===== src/rtl/cpu_isa_pkg.sv =====
// rtl/cpu_isa_pkg.sv - ISA constants and D/X payload type shared by the decode/execute pipeline
package cpu_isa_pkg;

  localparam int XLEN  = 32;
  localparam int REG_W = 5;

  // Low bit of each 5-bit instruction field
  localparam int OPC_LO = 27;
  localparam int RD_LO  = 22;
  localparam int RS_LO  = 17;
  localparam int RT_LO  = 12;

  localparam logic [4:0] OP_RTYPE = 5'b00000;
  localparam logic [4:0] OP_BNE   = 5'b00010;
  localparam logic [4:0] OP_JR    = 5'b00100;
  localparam logic [4:0] OP_ADDI  = 5'b00101;
  localparam logic [4:0] OP_BLT   = 5'b00110;
  localparam logic [4:0] OP_SW    = 5'b00111;
  localparam logic [4:0] OP_LW    = 5'b01000;
  localparam logic [4:0] OP_SETX  = 5'b10101;
  localparam logic [4:0] OP_BEX   = 5'b10110;

  localparam logic [REG_W-1:0] REG_ZERO   = 5'd0;
  localparam logic [REG_W-1:0] REG_STATUS = 5'd30;

  typedef struct packed {
    logic [XLEN-1:0] insn;
    logic [XLEN-1:0] pc;
    logic [XLEN-1:0] op_a;
    logic [XLEN-1:0] op_b;
  } dx_payload_t;

endpackage


===== src/rtl/dx_read_decode.sv =====
// rtl/dx_read_decode.sv - maps an instruction's register fields to the two register file read ports
// Only bits [31:12] carry register information, so only they are brought in.
module dx_read_decode
  import cpu_isa_pkg::*;
(
  input  logic [XLEN-1:RT_LO] insn_i,
  output logic [REG_W-1:0]    read_a_o,
  output logic [REG_W-1:0]    read_b_o,
  output logic                used_a_o,
  output logic                used_b_o
);

  logic [4:0]       opcode;
  logic [REG_W-1:0] rd, rs, rt;

  assign opcode = insn_i[OPC_LO +: 5];
  assign rd     = insn_i[RD_LO +: REG_W];
  assign rs     = insn_i[RS_LO +: REG_W];
  assign rt     = insn_i[RT_LO +: REG_W];

  always_comb begin
    read_a_o = (opcode == OP_BEX) ? REG_STATUS : rs;
    read_b_o = REG_ZERO;
    case (opcode)
      OP_RTYPE:                      read_b_o = rt;
      OP_SW, OP_BNE, OP_BLT, OP_JR:  read_b_o = rd;
      default:                       read_b_o = REG_ZERO;
    endcase
  end

  // r0 is hardwired zero, so a port addressing it never bypasses or hazards
  assign used_a_o = (read_a_o != REG_ZERO);
  assign used_b_o = (read_b_o != REG_ZERO);

endmodule


===== src/rtl/dx_operand_stage.sv =====
// rtl/dx_operand_stage.sv - decode-to-execute operand stage: read decode, writeback bypass, load-use bubble, D/X register
// DX_WB_BYPASS_EN selects write-through bypass; without it a writeback address match stalls one cycle.
module dx_operand_stage
  import cpu_isa_pkg::*;
(
  input  logic             clock,
  input  logic             ctrl_reset,
  input  logic             flush,
  input  logic             fd_valid,
  output logic             fd_ready,
  input  logic [XLEN-1:0]  fd_insn,
  input  logic [XLEN-1:0]  fd_pc,
  output logic [REG_W-1:0] ctrl_readRegA,
  output logic [REG_W-1:0] ctrl_readRegB,
  input  logic [XLEN-1:0]  data_readRegA,
  input  logic [XLEN-1:0]  data_readRegB,
  input  logic             wb_we,
  input  logic [REG_W-1:0] wb_reg,
  input  logic [XLEN-1:0]  wb_data,
  output logic             dx_valid,
  input  logic             dx_ready,
  output logic [XLEN-1:0]  dx_insn,
  output logic [XLEN-1:0]  dx_pc,
  output logic [XLEN-1:0]  dx_opA,
  output logic [XLEN-1:0]  dx_opB
);

  logic [REG_W-1:0] addr_a, addr_b;
  logic             used_a, used_b;

  dx_read_decode u_decode (
    .insn_i   (fd_insn[XLEN-1:RT_LO]),
    .read_a_o (addr_a),
    .read_b_o (addr_b),
    .used_a_o (used_a),
    .used_b_o (used_b)
  );

  assign ctrl_readRegA = addr_a;
  assign ctrl_readRegB = addr_b;

  dx_payload_t      dx_q, dx_d;
  logic             dx_valid_q, dx_valid_d;
  logic             ld_pend_q, ld_pend_d;
  logic [REG_W-1:0] ld_reg_q, ld_reg_d;

  logic            wb_active, wb_hit_a, wb_hit_b;
  logic            wb_hazard, ld_hazard, hazard, adv;
  logic [XLEN-1:0] opnd_a, opnd_b;
  logic            is_lw;
  logic [REG_W-1:0] ld_rd;

  assign wb_active = wb_we && (wb_reg != REG_ZERO);
  assign wb_hit_a  = wb_active && used_a && (addr_a == wb_reg);
  assign wb_hit_b  = wb_active && used_b && (addr_b == wb_reg);

`ifdef DX_WB_BYPASS_EN
  assign opnd_a    = !used_a ? '0 : (wb_hit_a ? wb_data : data_readRegA);
  assign opnd_b    = !used_b ? '0 : (wb_hit_b ? wb_data : data_readRegB);
  assign wb_hazard = 1'b0;
`else
  // Without a bypass the register file is read again after the write lands
  assign opnd_a    = used_a ? data_readRegA : '0;
  assign opnd_b    = used_b ? data_readRegB : '0;
  assign wb_hazard = wb_hit_a || wb_hit_b;
`endif

  assign ld_hazard = ld_pend_q && ((used_a && (addr_a == ld_reg_q)) ||
                                   (used_b && (addr_b == ld_reg_q)));
  assign hazard    = ld_hazard || wb_hazard;
  assign adv       = !dx_valid_q || dx_ready;
  assign fd_ready  = fd_valid && adv && !hazard && !flush;

  assign is_lw = (fd_insn[OPC_LO +: 5] == OP_LW);
  assign ld_rd = fd_insn[RD_LO +: REG_W];

  always_comb begin
    dx_d       = dx_q;
    dx_valid_d = dx_valid_q;
    ld_pend_d  = ld_pend_q;
    ld_reg_d   = ld_reg_q;
    if (flush) begin
      dx_valid_d = 1'b0;
      ld_pend_d  = 1'b0;
    end else if (adv) begin
      dx_valid_d = fd_ready;
      ld_pend_d  = fd_ready && is_lw && (ld_rd != REG_ZERO);
      if (fd_ready) begin
        dx_d     = '{insn: fd_insn, pc: fd_pc, op_a: opnd_a, op_b: opnd_b};
        ld_reg_d = ld_rd;
      end
    end
  end

  always_ff @(posedge clock) begin
    if (ctrl_reset) begin
      dx_q       <= '0;
      dx_valid_q <= 1'b0;
      ld_pend_q  <= 1'b0;
      ld_reg_q   <= REG_ZERO;
    end else begin
      dx_q       <= dx_d;
      dx_valid_q <= dx_valid_d;
      ld_pend_q  <= ld_pend_d;
      ld_reg_q   <= ld_reg_d;
    end
  end

  assign dx_valid = dx_valid_q;
  assign dx_insn  = dx_q.insn;
  assign dx_pc    = dx_q.pc;
  assign dx_opA   = dx_q.op_a;
  assign dx_opB   = dx_q.op_b;

endmodule


===== config.mk =====
export PLATFORM = sky130hd
export DESIGN_NAME = dx_operand_stage
export DESIGN_NICKNAME = d
export VERILOG_FILES = /design/src/rtl/cpu_isa_pkg.sv /design/src/rtl/dx_read_decode.sv /design/src/rtl/dx_operand_stage.sv
export SDC_FILE = /design/constraint.sdc
export NUM_CORES = 1
export LEC_CHECK = 0
export BUFFER_PORTS_ARGS = -buffer_cell sky130_fd_sc_hd__buf_2
export CORE_MARGIN = 5
export CORE_UTILIZATION = 35
export CTS_BUF_LIST = sky130_fd_sc_hd__clkbuf_8
export DETAILED_ROUTE_END_ITERATION = 8
export GPL_ROUTABILITY_DRIVEN = 0
export GPL_TIMING_DRIVEN = 0
export PLACE_DENSITY = 0.66
export RECOVER_POWER = 100
export SYNTH_ARGS = -nofsm -noshare
export SYNTH_HDL_FRONTEND = slang
export SYNTH_SLANG_ARGS = --single-unit
export TNS_END_PERCENT = 20

===== constraint.sdc =====
create_clock -name clock -period 4.8 [get_ports clock]
set_input_delay 0.48 -clock clock [delete_from_list [all_inputs] [get_ports clock]]
set_output_delay 0.48 -clock clock [all_outputs]
set_load 0.02 [all_outputs]

==> results.toml <==
[outcome]
outcome = "completed"

[synth]
synthDistinctLibCells = 55
synth_area_per_cell_um2 = 8.87
syn-num-nets = 786
ys_ff_latch = 130
synth_edf_count = 0
ys_seq_area_share_pct = 47.7
syn_inst = 615
ys.flop_type = "dfxtp_1"
yosys_warnings = 0
netlist_area_um2 = 5460
synthArstFlopShare_pct = 0

[setup_path]
worstSetupEndpointType = "primary output"
r2r_start = "dx_insn[25]$_SDFFE_PP0P_"
cp-start-kind = "input port"
cp_data_required_time_ns = 4.32
cp_top_family = "simple AND/OR/NAND/NOR gates"
critical_path_peak_fanout = 10
cp_common_cell = "buf_2"
cp-startpoint = "fd_insn[28]"
criticalPathCategory = "input port to primary output"
arrival_ns = 3.65
path_buf_inv = 3
critPathMaxStageDelay_ns = 0.56
cp_slowest_cell = "or4_1"
path_cells = "buf_2 > or3_4 > nor3_1 > a32oi_1 > xnor2_1 > or4_1 > o22ai_2 > nor2_2 > buf_2 > buf_2"

[global_routing]
track_usage_pct = 21.2
grt_max_degree = 17
grt_pass1_wl_um = 30400
antenna_found_initial = 3
grt_pass1_vias = 5545
gr-total-overflow = 0

[placed_design]
io_buffers = 273
hpwlAfterDp_um = 14800

[power]
p_leak_nw = 2.75
cellPowerDensity_nw_per_um2 = 354
peakVddDrop_mv = 0.235

[cells_and_area]
final_cell_mix = "clkbuf_1 (182), buf_2 (141), dfxtp_1 (130), nand3_1 (99), a21oi_1 (71)"
final_common_cell = "clkbuf_1"
final_net_count = 1078
drive_gt1_share_pct = 20.9
area_growth_syn_to_layout_pct = 34.4

[drt]
first_iter_violations = 261
vias_per_cell = 5.19
vias = 5878
wirelength_um = 20000
antenna_left = 0
drc = 0
wl_per_cell_um = 17.7
first_pass_iters = 5

[die]
die_h_um = 135
ioPinCount = 311
die_w_um = 135
dieArea_um2 = 18200
fp-row-count = 45
core_um2 = 15300
start_util_pct = 35.8

[clocking]
clock_path_buffers = 2
cts_tree = "built"
cts_setup_buffers = 0
clk_pin_slew_ns = 0.08
cts_max_level = 4
post_cts_resize_count = 0
clk_latency_ns = 0.45
cts_sinks = 130
root_buffer = "clkbuf_8"
cts_hold_buf = 0
numCtsBuffers = 17

[timing]
slew_headroom_pct = 54.3
hold_violations = 0
post-route-period-util_pct = 86.0
period_needed_ns = 4.13
whs_ns = 0.240
max_freq_ghz = 0.242
fin_worst_skew_ns = 0.0197
setup_violations = 0
drv_slew = 0
max_slew.worst_pin.slew_ns = 0.680
rsz0062_at_grt = "no"
final.setup.tns_ns = 0

[run]
cap_violations = 0

[min_path]
hp-start = "data_readRegA[11]"
min_path_type = "input port to flop"
==> Yosys cell counts, types with 2 or more instances <==
cell type,count,share of area [%]
a21oi_1,70,6.4
buf_1,6,0.41
nor2_2,2,0.23
xnor2_1,6,0.96
o311ai_0,2,0.32
o21ai_0,66,6.1
and2_1,2,0.23
nor4_1,5,0.57
buf_4,12,1.7
nand3_1,99,9.1
a32o_1,2,0.37
xor2_1,6,0.96
and3_1,2,0.23
o32ai_1,32,5.1
a211oi_1,3,0.41
inv_1,38,2.6
nor3_1,2,0.18
nor2_1,6,0.41
nand2_1,5,0.34
buf_6,4,0.83
nand3b_1,2,0.28
o31ai_1,2,0.28
a32oi_2,2,0.60
nand2b_1,4,0.46
dfxtp_1,130,48
a31oi_1,3,0.34
a2111oi_0,2,0.32
a22o_1,32,5.1
clkbuf_1,33,2.3
buf_2,8,0.73
o211ai_1,2,0.28
a32oi_1,2,0.32
==> metal layers <==
layer	GRT usage [%]	part of all wire, %	wire length (um)	vias up
li1	-	-	-	2861
met1	26.0	41	8230	2740
met2	35.3	49	9720	246
met3	6.56	8.5	1700	27
met4	7.52	1.7	349	4
met5	0	0.10	21	-
==> area by class of cell <==
class / count / area, um2
Sequential cell: 130 / 2600
Multi-Input combinational cell: 383 / 2360
Tap cell: 211 / 264
Timing Repair Buffer: 273 / 1200
Buffer: 63 / 297
Clock buffer: 18 / 248
Inverter: 39 / 146
Fill cell: 1612 / 7920
Antenna cell: 1 / 2.50
Clock inverter: 14 / 221
==> flip-flops by register name (all words and copies together) (netlist names) <==
| signal | flops |
|---|---|
| ld_pend_q | 1 |
| dx_valid | 1 |
| dx_insn | 32 |
| dx_pc | 32 |
| dx_opA | 32 |
| dx_opB | 32 |
==> final timing paths <==
path	endpoint	slack (ns)	cells after the start
min reg2reg	dx_insn[5]$_SDFFE_PP0P_	0.47	2
max reg2reg	dx_insn[14]$_SDFFE_PP0P_	1.83	9
min	dx_opA[11]$_SDFFE_PP0P_	0.24	2
max	fd_ready	0.67	10
==> where the power goes <==
part / internal [mW] / total, mW / switching, mW
Sequential: 1.12 / 1.15 / 0.0246
Clock: 0.640 / 1.11 / 0.466
Combinational: 0.119 / 0.342 / 0.222
Total: 1.88 / 2.60 / 0.713
==> kinds of logic after synthesis <==
family	Yosys count	share of synthesized area, %
and+or+nand+nor	140	13.9
AOI/OAI and AO/OA	230	27.7
adders and majority gates	1	0.206
xor gates and xnor gates	12	1.93
DFF	130	47.7
buffers and inverters	102	8.58
==> metrics by stage <==
step / total power [mW] / instances / area, um2 / setup slack, ns / utilization, %
after detailed placement: 1.53 / 1099 / 7090 / 1.14 / 46.4
after global routing: 2.71 / 1132 / 7330 / 0.456 / 48.1
after CTS: 2.63 / 1131 / 7550 / 1.14 / 49.5
final: 2.60 / 1132 / 7330 / 0.673 / 48.1
after global placement: 1.53 / 1099 / 7090 / 1.12 / 46.4
after floorplan: 1.37 / 615 / 5460 / 1.78 / -
(Power assumes the default switching activity.)
